--- src/rtl/instr_fetch.sv ---
// Instruction fetch stage: owns the PC, issues word reads to the
// synchronous instruction memory and buffers responses for decode.
//
// Ports:
//   clk, rst                       clock, synchronous active-high reset
//   imem_req, imem_addr            read request and word address to imem
//   imem_rdata                     read data, one cycle after imem_req
//   redirect_valid, redirect_pc    PC change from execute (flushes)
//   instr_valid, instr_ready       valid/ready handshake to decode
//   instr, instr_pc,
//   instr_pc_plus4                 head-of-buffer instruction and its PC
module instr_fetch #(
    parameter logic [31:0] RESET_PC = 32'h0000_0000
) (
    input  logic        clk,
    input  logic        rst,
    output logic        imem_req,
    output logic [31:0] imem_addr,
    input  logic [31:0] imem_rdata,
    input  logic        redirect_valid,
    input  logic [31:0] redirect_pc,
    output logic        instr_valid,
    input  logic        instr_ready,
    output logic [31:0] instr,
    output logic [31:0] instr_pc,
    output logic [31:0] instr_pc_plus4
);

    typedef struct packed {
        logic [31:0] instr;
        logic [31:0] pc;
    } fetch_ent_t;

    // ent0 is always the head; ent1 is the second slot.
    fetch_ent_t  ent0;
    fetch_ent_t  ent1;
    fetch_ent_t  incoming;
    logic [1:0]  count;
    logic        inflight;
    logic [31:0] pc;
    logic [31:0] pc_q;

    logic        pop;
    logic        push;
    logic        issue;
    logic [1:0]  credit_used;
    logic [31:0] redirect_aligned;
    logic [31:0] reset_aligned;

    always_comb begin
        redirect_aligned = redirect_pc & ~32'h3;
        reset_aligned    = RESET_PC & ~32'h3;
        // count + inflight never exceeds 2, so 2 bits suffice.
        credit_used      = count + {1'b0, inflight};
        instr_valid      = !rst && (count != 2'd0) && !redirect_valid;
        pop              = instr_valid && instr_ready;
        // A pop frees a slot this cycle, so issue may reuse that credit.
        issue            = !rst && !redirect_valid &&
                           ((credit_used < 2'd2) || pop);
        push             = inflight && !redirect_valid;
        imem_req         = issue;
        imem_addr        = pc;
        incoming         = '{instr: imem_rdata, pc: pc_q};
        instr            = ent0.instr;
        instr_pc         = ent0.pc;
        instr_pc_plus4   = ent0.pc + 32'd4;
    end

    always_ff @(posedge clk) begin
        if (rst) begin
            pc       <= reset_aligned;
            pc_q     <= '0;
            inflight <= 1'b0;
            count    <= 2'd0;
            ent0     <= '0;
            ent1     <= '0;
        end else begin
            inflight <= issue;
            if (issue) begin
                pc   <= pc + 32'd4;
                pc_q <= pc;
            end
            if (redirect_valid) begin
                // Flush buffered and in-flight wrong-path fetches.
                count <= 2'd0;
                pc    <= redirect_aligned;
            end else begin
                unique case ({push, pop})
                    2'b10: begin
                        if (count == 2'd0) ent0 <= incoming;
                        else               ent1 <= incoming;
                        count <= count + 2'd1;
                    end
                    2'b01: begin
                        ent0  <= ent1;
                        count <= count - 2'd1;
                    end
                    2'b11: begin
                        if (count == 2'd2) begin
                            ent0 <= ent1;
                            ent1 <= incoming;
                        end else begin
                            ent0 <= incoming;
                        end
                    end
                    default: begin
                    end
                endcase
            end
        end
    end

endmodule

--- config.mk ---
export PLATFORM = sky130hd
export DESIGN_NAME = instr_fetch
export DESIGN_NICKNAME = d
export VERILOG_FILES = /design/src/rtl/instr_fetch.sv
export SDC_FILE = /design/constraint.sdc
export NUM_CORES = 1
export LEC_CHECK = 0
export CELL_PAD_IN_SITES_DETAIL_PLACEMENT = 0
export CELL_PAD_IN_SITES_GLOBAL_PLACEMENT = 1
export CORE_MARGIN = 3
export CORE_UTILIZATION = 46
export DETAILED_ROUTE_END_ITERATION = 7
export DONT_BUFFER_PORTS = 1
export GPL_TIMING_DRIVEN = 0
export PLACE_DENSITY_LB_ADDON = 0.25
export SETUP_SLACK_MARGIN = 0.05
export SLEW_MARGIN = 20
export SYNTH_ARGS = -nofsm -noshare
export SYNTH_HDL_FRONTEND = slang
export SYNTH_SLANG_ARGS = --single-unit
--- constraint.sdc ---
create_clock -name clk -period 4.3 [get_ports clk]
set_clock_uncertainty 0.15 [all_clocks]
set_input_delay 0.86 -clock clk [delete_from_list [all_inputs] [get_ports clk]]
set_output_delay 0.86 -clock clk [all_outputs]
set_load 0.01 [all_outputs]
==> out/qor.yml <==
finish:
  finalInstanceArea_um2: 9560
  fin_cells: 1322
  n_antenna_cell: 0
  utilization_pct: 52.5
  nFillCells: 1799
  drive_gt1_share_pct: 5.31
  area_growth_pct: 10.4
  nets: 1156
placement:
  port_buffers: 0
  dpl.cell_count: 1291
  hpwl_mm: 19.7
  placed_area_um2: 8990
  gp_congestion: 0.918
worst_hold_path:
  min_path_type: "flop to flop"
setup_path:
  end_kind: "flop"
  crit_chain: "clkbuf_1 > or2_1 > buf_2 > clkbuf_1 > nor3_1 > inv_1 > ha_1 > a211oi_2 > clkbuf_1 > buf_2 > o21ai_0 > nor2_1"
  startpoint_type: "input pin"
  worstSetupPathType: "input pin to flop"
  worst_ep_arrival_time_ps: 4210
  cp_common_cell: "clkbuf_1"
  max_stage_delay_ps: 560
  cp_data_required_time_ps: 4520
  crit_slowest_cell: "a211oi_2"
  crit_fanout: 10
synth:
  async_flop_share_pct: 0
  yosysWarnings: 0
  ys_types: 58
  ys_ff_latch: 187
  synth.largest_area_cell: "dfxtp_1"
  syn_area_um2: 8660
  netlist.area_leader.share_pct: 43.2
  synthTopCellsByArea: "dfxtp_1, o21ai_0, a221oi_1, nand3_1, a21oi_1"
  synth_edf_count: 0
  ys_seq_area_share_pct: 43.2
  synth.avg_cell_area_um2: 8.20
  synth_cells: 1056
  synth_ff_type: "dfxtp_1"
pwr:
  p_int_w: 0.00275
  p_leak_nw: 3.38
  p_sw_share_pct: 25.9
  finalPower_w: 0.00371
  combPwrFrac_pct: 6.7
  clockPowerShare_pct: 42.0
  cellPowerDensity_nw_per_um2: 388
  vdd_drop_max_uv: 293
  seq_power_share_pct: 51.3
  switching_power_w: 0.000961
floorplan:
  rows: 49
  coreArea_um2: 18200
  start_util_pct: 47.6
  die_y_um: 143
  ios: 198
  die_width_um: 143
  die-area_um2: 20500
clocking:
  cts_setup_buffers: 0
  cts.sinks: 187
  cts_max_path_buffers: 2
  h-tree-depth: 4
  cts_buffers: 17
  clock_latency_ps: 430
  cts_tree: "built"
  path_clk_slew_ps: 70
  cts_hold_buf: 0
  ctsResizeCount: 0
  cts_root_buf: "clkbuf_16"
global_route:
  grt_overflow: 0
  grtUsageTotal_pct: 26.6
  grt_pass1_wl_mm: 43.0
  antenna_found_initial: 0
  grt_pass1_vias: 7663
  grt_max_degree: 17
routing:
  firstDrtPassIters: 5
  routedWlPerCell_um: 21.2
  drtAntennaViolNets: 0
  via_per_inst: 6.30
  wirelength_mm: 28.0
  vias: 8330
  drt_iter0_drc: 562
  drc: 0
sta:
  max_freq_mhz: 250
  final.min_clock_period_ps: 3990
  timing.final.crit_share_pct: 92.9
  rsz0062_at_grt: "false"
  slew_viol_final: 0
  finalSetupViolations: 0
  hold_ws_ps: 324
  hold_violations: 0
  relSlewSlack_pct: 36.5
  worst_slew_pin_slew_ps: 953
outcome:
  status: "finished, final reports clean"
flow_run:
  maxCapViolCount: 0
[worst paths after layout]
check | startpoint | slack (ps) | depth (start not counted) | endpoint
worst max-delay path | redirect_valid | 310 | 12 | instr[15]$_SDFFE_PP0P_
worst min-delay path | ent1[36]$_SDFFE_PP0P_ | 320 | 2 | ent1[36]$_SDFFE_PP0P_
worst max register to register | count[0]$_SDFFE_PN0P_ | 1170 | 10 | instr[15]$_SDFFE_PP0P_
worst min register to register | ent1[36]$_SDFFE_PP0P_ | 320 | 2 | ent1[36]$_SDFFE_PP0P_
[layer usage]
| layer | vias to the layer above | GRT usage (%) | wire [um] |
|---|---|---|---|
| met5 | - | 0 | 0 |
| met4 | 0 | 9.05 | 786 |
| met3 | 57 | 7.10 | 2460 |
| met2 | 377 | 41.6 | 12600 |
| met1 | 3942 | 35.8 | 12100 |
| li1 | 3954 | - | - |
[critical path: cells and delay by family]
kind / cells / cell delay [ps]
AO/OA/AOI/OAI: 2 / 650
buffers and inverters: 6 / 1600
adder cells (fa/ha/maj): 1 / 260
AND/OR/NAND/NOR: 3 / 830
[through the flow]
stage	TNS (ps)	setup WS (ps)
CTS	0	387
floorplan	0	916
global route	0	50.2
finish	0	306
detailed placement	-1610	-59.6
global placement	-63.1	-54.9
[state kept, by name (all words and copies together), names as in the netlist]
signal and flops:
count 2, ent1 62, imem_addr 30, inflight 1
instr 32, instr_pc 30, pc_q 30
[final cells by class]
| type | instances | area (um2) | area share (%) |
|---|---|---|---|
| repair buffers | 1 | 7.51 | 0.0786 |
| multi-input cells | 757 | 4460 | 46.7 |
| well taps | 229 | 287 | 3.00 |
| plain buffers | 101 | 427 | 4.47 |
| flip-flops and latches | 187 | 3740 | 39.2 |
| inverters | 16 | 60.1 | 0.629 |
| clock inverters | 10 | 119 | 1.24 |
| clock buffers | 21 | 450 | 4.71 |
[cells by family (layout without fill, tap and decap cells)]
| family | after synthesis | in the layout | synth area share [%] |
|---|---|---|---|
| compound gates | 344 | 344 | 25.4 |
| xor+xnor | 35 | 35 | 3.54 |
| fa+ha+maj | 7 | 7 | 1.01 |
| buf+inv | 117 | 149 | 5.62 |
| flops | 187 | 187 | 43.2 |
| other cells | 1 | 6 | 0.0433 |
| simple gates | 365 | 365 | 21.1 |
[power groups by stage]
stage	clock network, W	logic, W	registers (W)
after floorplan	0	0.000181	0.00191
after global placement	0	0.000243	0.00194
after detailed placement	0	0.000244	0.00194
after CTS	0.00158	0.000246	0.00190
after global routing	0.00165	0.000276	0.00191
final	0.00156	0.000247	0.00190
[synthesized netlist by cell type (15+ instances only)]
cell type,count
dfxtp_1,187
nand2_1,80
nand3_1,87
inv_1,15
a211oi_1,15
clkbuf_1,76
nand3b_1,21
o21ai_0,137
a21oi_1,72
nor2_1,91
xnor2_1,29
nand4_1,24
a221oi_1,63
[cells in the final DEF, fill, tap and decap left out, drive strengths merged, types with 4 or more instances in the layout]
cell / netlist / layout
a211oi: 16 / 16
a21oi: 72 / 72
a221oi: 63 / 63
a311oi: 14 / 14
and2: 5 / 5
and3: 5 / 5
and4: 10 / 10
buf: 24 / 25
clkbuf: 77 / 98
clkinv: 0 / 4
conb: 1 / 6
dfxtp: 187 / 187
ha: 7 / 7
inv: 16 / 17
nand2: 80 / 80
nand3: 87 / 87
nand3b: 21 / 21
nand4: 24 / 24
nor2: 91 / 91
nor2b: 6 / 6
nor3: 7 / 7
nor4: 8 / 8
o21ai: 137 / 137
o31ai: 10 / 10
or4: 8 / 8
xnor2: 29 / 29
xor2: 6 / 6
Power figures use the tool's default switching activity.
